===== config.mk =====
export PLATFORM = sky130hd
export DESIGN_NAME = ram2_arbiter
export DESIGN_NICKNAME = d
export VERILOG_FILES = /design/src/rtl/ram2_arbiter_pkg.sv /design/src/rtl/ram2_ibuf.sv /design/src/rtl/ram2_arbiter.sv
export SDC_FILE = /design/constraint.sdc
export NUM_CORES = 1
export LEC_CHECK = 0
export CORE_MARGIN = 4
export CORE_UTILIZATION = 45
export DETAILED_ROUTE_END_ITERATION = 7
export PLACE_DENSITY = 0.86
export SETUP_SLACK_MARGIN = 0.1
export SLEW_MARGIN = 40
export SYNTH_ARGS = -nofsm -noshare
export SYNTH_HDL_FRONTEND = slang
export SYNTH_SLANG_ARGS = --single-unit

===== constraint.sdc =====
create_clock -name clk -period 3.17 [get_ports clk]
set_input_delay 0.634 -clock clk [delete_from_list [all_inputs] [get_ports clk]]
set_output_delay 0.634 -clock clk [all_outputs]
set_load 0.1 [all_outputs]

===== src/rtl/ram2_arbiter_pkg.sv =====
// Shared state encoding and strobe polarity for the RAM2 arbiter.
package ram2_arbiter_pkg;

  typedef enum logic [1:0] {
    R2_IDLE    = 2'd0,
    R2_ACCESS  = 2'd1,
    R2_RECOVER = 2'd2
  } r2_state_t;

  localparam logic STROBE_ON  = 1'b0;
  localparam logic STROBE_OFF = 1'b1;

  function automatic logic strobe_level(input logic active);
    return active ? STROBE_ON : STROBE_OFF;
  endfunction

endpackage


===== src/rtl/ram2_ibuf.sv =====
// One-entry instruction buffer: filled on each fetch capture, invalidated by a store to its tag.
module ram2_ibuf #(
  parameter int ADDR_W = 18,
  parameter int DATA_W = 16
) (
  input  logic              clk,
  input  logic              rst,
  input  logic              fill,
  input  logic [ADDR_W-1:0] fill_tag,
  input  logic [DATA_W-1:0] fill_data,
  input  logic              inval,
  input  logic [ADDR_W-1:0] inval_addr,
  input  logic [ADDR_W-1:0] look_addr,
  output logic              hit,
  output logic [DATA_W-1:0] data
);

  logic              valid;
  logic [ADDR_W-1:0] tag;

  always_ff @(posedge clk or negedge rst) begin
    if (!rst) begin
      valid <= 1'b0;
      tag   <= '0;
      data  <= '0;
    end else if (fill) begin
      valid <= 1'b1;
      tag   <= fill_tag;
      data  <= fill_data;
    end else if (inval && (inval_addr == tag)) begin
      valid <= 1'b0;
    end
  end

  assign hit = valid && (tag == look_addr);

endmodule


===== src/rtl/ram2_arbiter.sv =====
// Arbitrates the single-port RAM2 SRAM between IF and MEM; MEM wins ties.
// Optional instruction buffer enabled with `define RAM2_IBUF_EN.
module ram2_arbiter
  import ram2_arbiter_pkg::*;
#(
  parameter int ADDR_W   = 18,
  parameter int DATA_W   = 16,
  parameter int WAIT_CYC = 1
) (
  input  logic              clk,
  input  logic              rst,
  input  logic              if_req,
  input  logic [ADDR_W-1:0] if_addr,
  output logic [DATA_W-1:0] if_data,
  output logic              if_ack,
  input  logic              mem_req,
  input  logic              mem_we,
  input  logic [ADDR_W-1:0] mem_addr,
  input  logic [DATA_W-1:0] mem_wdata,
  output logic [DATA_W-1:0] mem_rdata,
  output logic              mem_ack,
  output logic              stall_req,
  output logic [ADDR_W-1:0] ram2_addr,
  output logic [DATA_W-1:0] ram2_dq_o,
  input  logic [DATA_W-1:0] ram2_dq_i,
  output logic              ram2_dq_oe,
  output logic              ram2_ce_n,
  output logic              ram2_oe_n,
  output logic              ram2_we_n
);

  localparam int CNT_W = (WAIT_CYC > 1) ? $clog2(WAIT_CYC) : 1;
  localparam logic [CNT_W-1:0] CNT_LAST = CNT_W'(WAIT_CYC - 1);

  r2_state_t         state, state_nx;
  logic [CNT_W-1:0]  cnt, cnt_nx;
  logic              cur_mem, cur_mem_nx, cur_we, cur_we_nx;
  logic [ADDR_W-1:0] addr_nx;
  logic [DATA_W-1:0] dq_o_nx, if_data_nx, mem_rdata_nx;
  logic              dq_oe_nx, ce_n_nx, oe_n_nx, we_n_nx, if_ack_nx, mem_ack_nx;
  logic              mem_go, if_go, ibuf_hit;
  logic [DATA_W-1:0] ibuf_data;

  // A port whose ack is high this cycle is excluded, which gives the RECOVER exclusion rule.
  assign mem_go    = mem_req && !mem_ack;
  assign if_go     = if_req && !if_ack;
  assign stall_req = (if_req && !if_ack) || (mem_req && !mem_ack);

`ifdef RAM2_IBUF_EN
  logic ibuf_fill, ibuf_inval;
  assign ibuf_fill  = (state == R2_ACCESS) && (cnt == CNT_LAST) && !cur_mem;
  assign ibuf_inval = (state != R2_ACCESS) && mem_go && mem_we;

  ram2_ibuf #(.ADDR_W(ADDR_W), .DATA_W(DATA_W)) u_ibuf (
    .clk        (clk),
    .rst        (rst),
    .fill       (ibuf_fill),
    .fill_tag   (ram2_addr),
    .fill_data  (ram2_dq_i),
    .inval      (ibuf_inval),
    .inval_addr (mem_addr),
    .look_addr  (if_addr),
    .hit        (ibuf_hit),
    .data       (ibuf_data)
  );
`else
  assign ibuf_hit  = 1'b0;
  assign ibuf_data = '0;
`endif

  always_ff @(posedge clk or negedge rst) begin
    if (!rst) begin
      state      <= R2_IDLE;
      cnt        <= '0;
      cur_mem    <= 1'b0;
      cur_we     <= 1'b0;
      ram2_addr  <= '0;
      ram2_dq_o  <= '0;
      ram2_dq_oe <= 1'b0;
      ram2_ce_n  <= STROBE_OFF;
      ram2_oe_n  <= STROBE_OFF;
      ram2_we_n  <= STROBE_OFF;
      if_data    <= '0;
      mem_rdata  <= '0;
      if_ack     <= 1'b0;
      mem_ack    <= 1'b0;
    end else begin
      state      <= state_nx;
      cnt        <= cnt_nx;
      cur_mem    <= cur_mem_nx;
      cur_we     <= cur_we_nx;
      ram2_addr  <= addr_nx;
      ram2_dq_o  <= dq_o_nx;
      ram2_dq_oe <= dq_oe_nx;
      ram2_ce_n  <= ce_n_nx;
      ram2_oe_n  <= oe_n_nx;
      ram2_we_n  <= we_n_nx;
      if_data    <= if_data_nx;
      mem_rdata  <= mem_rdata_nx;
      if_ack     <= if_ack_nx;
      mem_ack    <= mem_ack_nx;
    end
  end

  always_comb begin
    state_nx     = state;
    cnt_nx       = cnt;
    cur_mem_nx   = cur_mem;
    cur_we_nx    = cur_we;
    addr_nx      = ram2_addr;
    dq_o_nx      = ram2_dq_o;
    dq_oe_nx     = ram2_dq_oe;
    ce_n_nx      = ram2_ce_n;
    oe_n_nx      = ram2_oe_n;
    we_n_nx      = ram2_we_n;
    if_data_nx   = if_data;
    mem_rdata_nx = mem_rdata;
    if_ack_nx    = 1'b0;
    mem_ack_nx   = 1'b0;
    unique case (state)
      R2_ACCESS: begin
        cnt_nx = cnt + 1'b1;
        if (cnt == CNT_LAST) begin
          state_nx = R2_RECOVER;
          oe_n_nx  = STROBE_OFF;
          we_n_nx  = STROBE_OFF;
          if (cur_mem) begin
            mem_ack_nx = 1'b1;
            if (!cur_we) mem_rdata_nx = ram2_dq_i;
          end else begin
            if_ack_nx  = 1'b1;
            if_data_nx = ram2_dq_i;
          end
        end
      end
      default: begin
        if (mem_go || (if_go && !ibuf_hit)) begin
          state_nx   = R2_ACCESS;
          cnt_nx     = '0;
          cur_mem_nx = mem_go;
          cur_we_nx  = mem_go && mem_we;
          addr_nx    = mem_go ? mem_addr : if_addr;
          ce_n_nx    = STROBE_ON;
          oe_n_nx    = strobe_level(!cur_we_nx);
          we_n_nx    = strobe_level(cur_we_nx);
          dq_oe_nx   = cur_we_nx;
          if (cur_we_nx) dq_o_nx = mem_wdata;
        end else begin
          // Reaching here with if_go set means a buffer hit: answer without an SRAM cycle.
          state_nx = R2_IDLE;
          ce_n_nx  = STROBE_OFF;
          dq_oe_nx = 1'b0;
          if (if_go) begin
            if_ack_nx  = 1'b1;
            if_data_nx = ibuf_data;
          end
        end
      end
    endcase
  end

endmodule


==> run_summary.xml <==
<?xml version="1.0" encoding="UTF-8"?>
<metrics>
  <group name="status">
    <metric name="status" unit="">finished clean</metric>
  </group>
  <group name="grt">
    <metric name="global_route.usage.total" unit="%">18.4</metric>
    <metric name="grt_overflow" unit="">0</metric>
    <metric name="grt_pass1_wl" unit="um">12500</metric>
    <metric name="number_of_global_route_vias_before_repair" unit="">2482</metric>
    <metric name="maximum_number_of_pins_on_one_net_before_global_route_repair" unit="">78</metric>
    <metric name="antenna_found_initial" unit="">0</metric>
  </group>
  <group name="clock_tree">
    <metric name="h-tree-depth" unit="">3</metric>
    <metric name="cts_tree" unit="">built</metric>
    <metric name="cts_hold_buffers" unit="">0</metric>
    <metric name="post-cts-setup-buffer-count" unit="">0</metric>
    <metric name="cts-root-to-sink-buffers" unit="">2</metric>
    <metric name="post_cts.resized_instances" unit="">0</metric>
    <metric name="clockRootBuffer" unit="">sky130_fd_sc_hd__clkbuf_8</metric>
    <metric name="cts_inserted_buffers" unit="">9</metric>
    <metric name="path_clk_slew" unit="ns">0.07</metric>
    <metric name="clock_insertion_delay_worst_skew" unit="ns">0.34</metric>
    <metric name="numClockSinks" unit="">77</metric>
  </group>
  <group name="worst_setup_path">
    <metric name="critical_path.endpoint_type" unit="">output pin</metric>
    <metric name="arrival" unit="ns">1.84</metric>
    <metric name="reg_to_reg_startpoint" unit="">cnt</metric>
    <metric name="timing.reg2reg.setup_slack" unit="ns">1.21</metric>
    <metric name="regToRegEndpoint" unit="">if_data[7]</metric>
    <metric name="worst-setup-path-type" unit="">input pin to output pin</metric>
    <metric name="crit_path_cell_trace" unit="">clkdlybuf4s50_1 &gt; nand2b_1 &gt; nand2_1 &gt; buf_12</metric>
    <metric name="critPathSlowestCell" unit="">sky130_fd_sc_hd__clkdlybuf4s50_1</metric>
    <metric name="critical_path.max_fanout" unit="">10</metric>
    <metric name="timing.critical_path.required" unit="ns">2.54</metric>
    <metric name="cp-start-kind" unit="">input pin</metric>
    <metric name="critical_path.max_stage_delay" unit="ns">0.41</metric>
    <metric name="worst_r2r_path_depth" unit="">3</metric>
  </group>
  <group name="drt">
    <metric name="drt_first_iter_violations" unit="">137</metric>
    <metric name="routed-via-count" unit="">2332</metric>
    <metric name="post_route_antenna_net_violation_count" unit="">0</metric>
    <metric name="detail_route.wl_per_cell" unit="um">15.9</metric>
    <metric name="routed_via_density" unit="">4.82</metric>
    <metric name="detailedRoute.firstPassIterationCount" unit="">4</metric>
    <metric name="final_wirelength" unit="um">7710</metric>
    <metric name="detail_route.drc_violations" unit="">0</metric>
  </group>
  <group name="synthesis">
    <metric name="synth_async_sr_flop_share" unit="%">100</metric>
    <metric name="yosys_warnings" unit="">0</metric>
    <metric name="primary_ff_master_synth" unit="">sky130_fd_sc_hd__dfrtp_1</metric>
    <metric name="synth.ff_latch_count" unit="">77</metric>
    <metric name="syn_nets" unit="">310</metric>
    <metric name="netlist-cell-type-count" unit="">31</metric>
    <metric name="syn_avg_cell_area" unit="sq um">13.8</metric>
    <metric name="synth_seq_area_share" unit="%">59.2</metric>
    <metric name="summed_instance_area_of_the_synthesized_netlist" unit="sq mm">0.00326</metric>
    <metric name="netlist_instances" unit="">237</metric>
    <metric name="number_of_enable_flip_flop_cells_after_synthesis" unit="">0</metric>
  </group>
  <group name="timing">
    <metric name="fmax" unit="GHz">0.405</metric>
    <metric name="hold_violations" unit="">0</metric>
    <metric name="slew_violations" unit="">0</metric>
    <metric name="fin_tns_setup" unit="ns">0</metric>
    <metric name="final_min_period_over_clock_period" unit="%">77.9</metric>
    <metric name="grt_setup_unrepaired" unit="">no</metric>
    <metric name="max_slew.worst_pin.slew" unit="ns">0.742</metric>
    <metric name="finalSetupViolations" unit="">0</metric>
    <metric name="final.min_clock_period" unit="ns">2.47</metric>
    <metric name="worst_slew_margin_rel" unit="%">50.5</metric>
    <metric name="clock-skew-final" unit="ns">0.0103</metric>
  </group>
  <group name="floorplanning">
    <metric name="die_height" unit="um">93.1</metric>
    <metric name="core_ar" unit="sq mm">0.00691</metric>
    <metric name="die_x" unit="um">93.1</metric>
    <metric name="num_io_pins" unit="">146</metric>
    <metric name="initial_standard_cell_utilization_of_the_core" unit="%">47.2</metric>
    <metric name="dieArea" unit="sq mm">0.00867</metric>
    <metric name="std_cell_rows" unit="">30</metric>
  </group>
  <group name="finish">
    <metric name="final_layout_size_suffix_gt1_share" unit="%">45.6</metric>
    <metric name="antenna_cell_count" unit="">0</metric>
    <metric name="fin_nets" unit="">456</metric>
    <metric name="areaGrowthSynthToFinish" unit="%">46.4</metric>
  </group>
  <group name="job">
    <metric name="max_cap_viols" unit="">0</metric>
  </group>
  <group name="place">
    <metric name="io_buffer_count" unit="">145</metric>
    <metric name="gp_congestion" unit="">0.779</metric>
    <metric name="dp.final_hpwl" unit="um">5690</metric>
  </group>
  <group name="worst_hold_path">
    <metric name="holdCritPathClass" unit="">input pin to asynchronous set/reset pin</metric>
  </group>
</metrics>
kinds of logic (layout without fill, tap and decap cells):
logic type      after synthesis  in the layout  share of synthesized area, %
flops                        77             77                          59.2
mux                          68             68                          24.6
simple gates                 54             54                          8.33
compound gates               23             23                          4.60
buf+inv                      15            166                          3.22
worst max-delay path by stage:
| stage | slack, ns | cells past startpoint | end | from |
|---|---|---|---|---|
| final | 0.70 | 4 | stall_req | mem_req |
| after global routing | 0.63 | 4 | stall_req | mem_req |
| after CTS | 0.68 | 4 | stall_req | mem_req |
| after detailed placement | 0.67 | 5 | ram2_addr[6] | mem_req |
| after global placement | 0.73 | 5 | ram2_addr[7] | mem_req |
| after floorplan | 0.60 | 3 | stall_req | mem_ack |
cells in the mapped netlist, types with 2 or more instances:
cell type | number | area, sq um
sky130_fd_sc_hd__o21ai_1 | 10 | 50.1
sky130_fd_sc_hd__nand2_1 | 36 | 135
sky130_fd_sc_hd__dfrtp_1 | 74 | 1850
sky130_fd_sc_hd__inv_1 | 2 | 7.51
sky130_fd_sc_hd__o21ai_0 | 3 | 15.0
sky130_fd_sc_hd__mux2_4 | 10 | 150
sky130_fd_sc_hd__buf_2 | 6 | 30.0
sky130_fd_sc_hd__o21ai_2 | 6 | 52.6
sky130_fd_sc_hd__buf_6 | 4 | 45.0
sky130_fd_sc_hd__nand2b_1 | 2 | 12.5
sky130_fd_sc_hd__clkbuf_1 | 2 | 7.51
sky130_fd_sc_hd__dfstp_2 | 3 | 78.8
sky130_fd_sc_hd__mux2_2 | 58 | 653
sky130_fd_sc_hd__nor2_1 | 4 | 15.0
state kept, by name (all words and copies together), names as in the netlist:
signal	flops
if_data	16
mem_rdata	16
ram2_dq_oe	1
ram2_addr	18
mem_ack	1
state	2
cnt	1
if_ack	1
ram2_oe_n	1
cur_we	1
cur_mem	1
ram2_we_n	1
ram2_dq_o	16
ram2_ce_n	1
critical path: cells and delay by family:
family	cells	cell delay, ns
buffers and inverters	2	0.62
and+or+nand+nor	2	0.57
stage by stage:
stage	std cells	util (%)	setup WS, ns	instance area [sq um]	hold slack [ns]
after floorplan	237	-	0.596	3260	0.338
after CTS	484	69.1	0.680	4770	0.323
after detailed placement	468	66.4	0.672	4590	0.475
after global placement	468	66.4	0.733	4580	0.464
final	484	69.1	0.700	4770	0.300
after global routing	484	69.1	0.631	4770	0.357
layer usage:
layer | global-route usage [%] | vias up | part of all wire [%]
met4 | 6.59 | 0 | 1.4
met3 | 4.75 | 11 | 5.7
met5 | 0 | - | 0
met2 | 30.7 | 82 | 51
met1 | 23.1 | 1129 | 42
li1 | - | 1110 | -
placed cells by master, fill, tap and decap left out, types with 4 or more instances in the layout:
cell                              count
sky130_fd_sc_hd__buf_4               75
sky130_fd_sc_hd__dfrtp_1             74
sky130_fd_sc_hd__clkdlybuf4s50_1     71
sky130_fd_sc_hd__mux2_2              58
sky130_fd_sc_hd__nand2_1             36
sky130_fd_sc_hd__clkbuf_8            11
sky130_fd_sc_hd__o21ai_1             10
sky130_fd_sc_hd__mux2_4              10
sky130_fd_sc_hd__o21ai_2              6
sky130_fd_sc_hd__nor2_1               4
layout make-up:
type                       count  area, sq um
clock buffer                  11          151
clock inverter                 5         35.0
fill                         540         2130
inverter                       2         7.51
multi-input combinational    145         1220
sequential                    77         1930
tap                           96          120
timing repair buffer         148         1310
Power is left out: the tool's default activity adds up to more than one toggle a clock period on the data nets, which glitch-free logic cannot reach.
==> patch (config.mk and constraints unchanged) <==
Take the reset off `mem_rdata` and load it in a clocked block of its own.
--- a/src/rtl/ram2_arbiter.sv
+++ b/src/rtl/ram2_arbiter.sv
@@ -81,7 +81,6 @@
       ram2_oe_n  <= STROBE_OFF;
       ram2_we_n  <= STROBE_OFF;
       if_data    <= '0;
-      mem_rdata  <= '0;
       if_ack     <= 1'b0;
       mem_ack    <= 1'b0;
     end else begin
@@ -96,10 +95,13 @@
       ram2_oe_n  <= oe_n_nx;
       ram2_we_n  <= we_n_nx;
       if_data    <= if_data_nx;
-      mem_rdata  <= mem_rdata_nx;
       if_ack     <= if_ack_nx;
       mem_ack    <= mem_ack_nx;
     end
+  end
+
+  always_ff @(posedge clk) begin
+    mem_rdata <= mem_rdata_nx;
   end
 
   always_comb begin
Formal check against the unedited RTL: differs if rst is asserted again (counterexample within 4 cycles, from zero or initial values and one cycle with rst low); with rst held inactive, the same outputs for 10 cycles.
==> patch against the unedited design <==
- cell area fell by 2.9%
- global-route usage is 1.1 points lower
- routed wire length decreased by 5.6%
- cell count down 7.6%
- area after synthesis decreased by 5.3%
- setup slack got worse by 0.064 ns
- synthesized cell count shrank 8.9%
- register-to-register slack worse by 0.02 ns
- sequential cell count stayed put
- fmax fell by 2.5%
- clock skew fell by 0.0011 ns
- critical endpoint unchanged
- largest cell class unchanged
Power is not shown: default switching activity piles up to over one toggle a cycle in this logic, so the estimate is an artifact.
==> patch: results (changes against the unedited design) <==
Drt
  – Total Wirelength: 7280 um (was 7710 um)
  – Drt initial violations: 57 (was 137)
  – Via/cell ratio: 4.92 (was 4.82)

Worst setup path
  – Crit-path slowest cell: nand2b_1 (was clkdlybuf4s50_1)
  – CP endpoint: stall_req (unchanged)
  – Worst reg-to-reg setup slack: 1.19 ns (was 1.21 ns)
  – Arrival time at the worst endpoint: 1.90 ns (was 1.84 ns)
  – Reg2reg end: mem_rdata[6] (was if_data[7])
  – Worst r2r src: state[1] (was cnt)
  – Crit Path Max Fanout: 12 (was 10)
  – Slowest stage delay, CP: 0.44 ns (was 0.41 ns)

Timing
  – Slew headroom: 0.496 (was 0.505)
  – Post-Route Skew: 0.00924 ns (was 0.0103 ns)

Layout
  – Final #Nets: 438 (was 456)
  – Filler Cells Inserted: 451 (was 540)
  – Post-layout instance count excluding filler cells: 447 (was 484)
  – Layout cell share with drive strength beyond 1: 0.416 (was 0.456)

Synth
  – Number of flops mapped to enable cells by yosys: 16 (was 0)
  – Top post-synthesis cells by area: dfrtp_1 (47%), mux2_2 (16%), edfxtp_1 (16%) (was dfrtp_1 (57%), mux2_2 (20%), mux2_4 (4.6%))
  – Distinct cells, synth: 28 (was 31)
  – Sequential share of the synthesized area: 0.651 (was 0.592)
  – Commonest cells post-synth: dfrtp_1 (58), mux2_2 (43), nand2_1 (34), edfxtp_1 (16), o21ai_1 (13) (was dfrtp_1 (74), mux2_2 (58), nand2_1 (36), mux2_4 (10), o21ai_1 (10))
  – Mapped Nets: 289 (was 310)
  – Post-synthesis async set-or-reset flop share: 0.792 (was 1.00)
  – Post-Synthesis Cells: 216 (was 237)
  – Prevailing post-synth register cell: dfrtp_1 (unchanged)

GRT
  – Total GRT Usage: 0.172 (was 0.184)
  – Pin count of the biggest net entering global routing: 62 (was 78)
  – First-pass GRT wire length: 11500 um (was 12500 um)
  – Vias in the first global route: 2373 (was 2482)

Placed design
  – Final GP Congestion: 0.738 (was 0.779)
  – Cell Count Post-Placement: 431 (was 468)
  – Area after DPL: 0.00443 mm^2 (was 0.00459 mm^2)
  – HPWL after DPL: 5350 um (was 5690 um)

Clock tree
  – Number of post-CTS setup repair buffers: 0 (unchanged)

Floorplan
  – Total die area: 0.00825 mm^2 (was 0.00867 mm^2)

Status
  – Outcome: finished clean (unchanged)
## patch: metal layers
| layer | vias to the layer above | track usage | wire [um] |
|---|---|---|---|
| li1 | 1051 | - | - |
| met1 | 1056 | 0.201 | 2910 |
| met2 | 87 | 0.294 | 3620 |
| met3 | 4 | 0.0783 | 718 |
| met4 | 0 | 0.0352 | 34 |
| met5 | - | 0 | 0 |
## patch: worst min-delay path by stage
stage	start	end	slack, ns	cells after the start
detailed placement	ram2_dq_oe	ram2_dq_oe	0.48	1
finish	rst	ram2_addr[5]	0.34	2
global placement	ram2_dq_oe	ram2_dq_oe	0.46	1
CTS	rst	ram2_addr[5]	0.48	2
floorplan	rst	cnt	0.34	0
global route	rst	ram2_addr[5]	0.39	2
## patch: cell type report
type | count | area share
inverters | 2 | 0.00162
flip-flops and latches | 77 | 0.434
clock buffers | 9 | 0.0267
well taps | 77 | 0.0208
multi-input cells | 125 | 0.216
repair buffers | 150 | 0.284
clock inverters | 7 | 0.0175
## patch: stage by stage
stage	setup slack [ns]	hold WS (ns)	util
after floorplan	0.542	0.338	-
after detailed placement	0.611	0.480	0.682
after global routing	0.579	0.390	0.714
after global placement	0.668	0.462	0.682
final	0.636	0.345	0.714
after CTS	0.636	0.479	0.714
## patch: logic make-up after synthesis
kind of cell	Yosys count	synth area share
AO/OA/AOI/OAI	25	0.0462
buffers and inverters	14	0.0259
flip-flops	77	0.651
multiplexers	52	0.201
AND/OR/NAND/NOR	48	0.0762
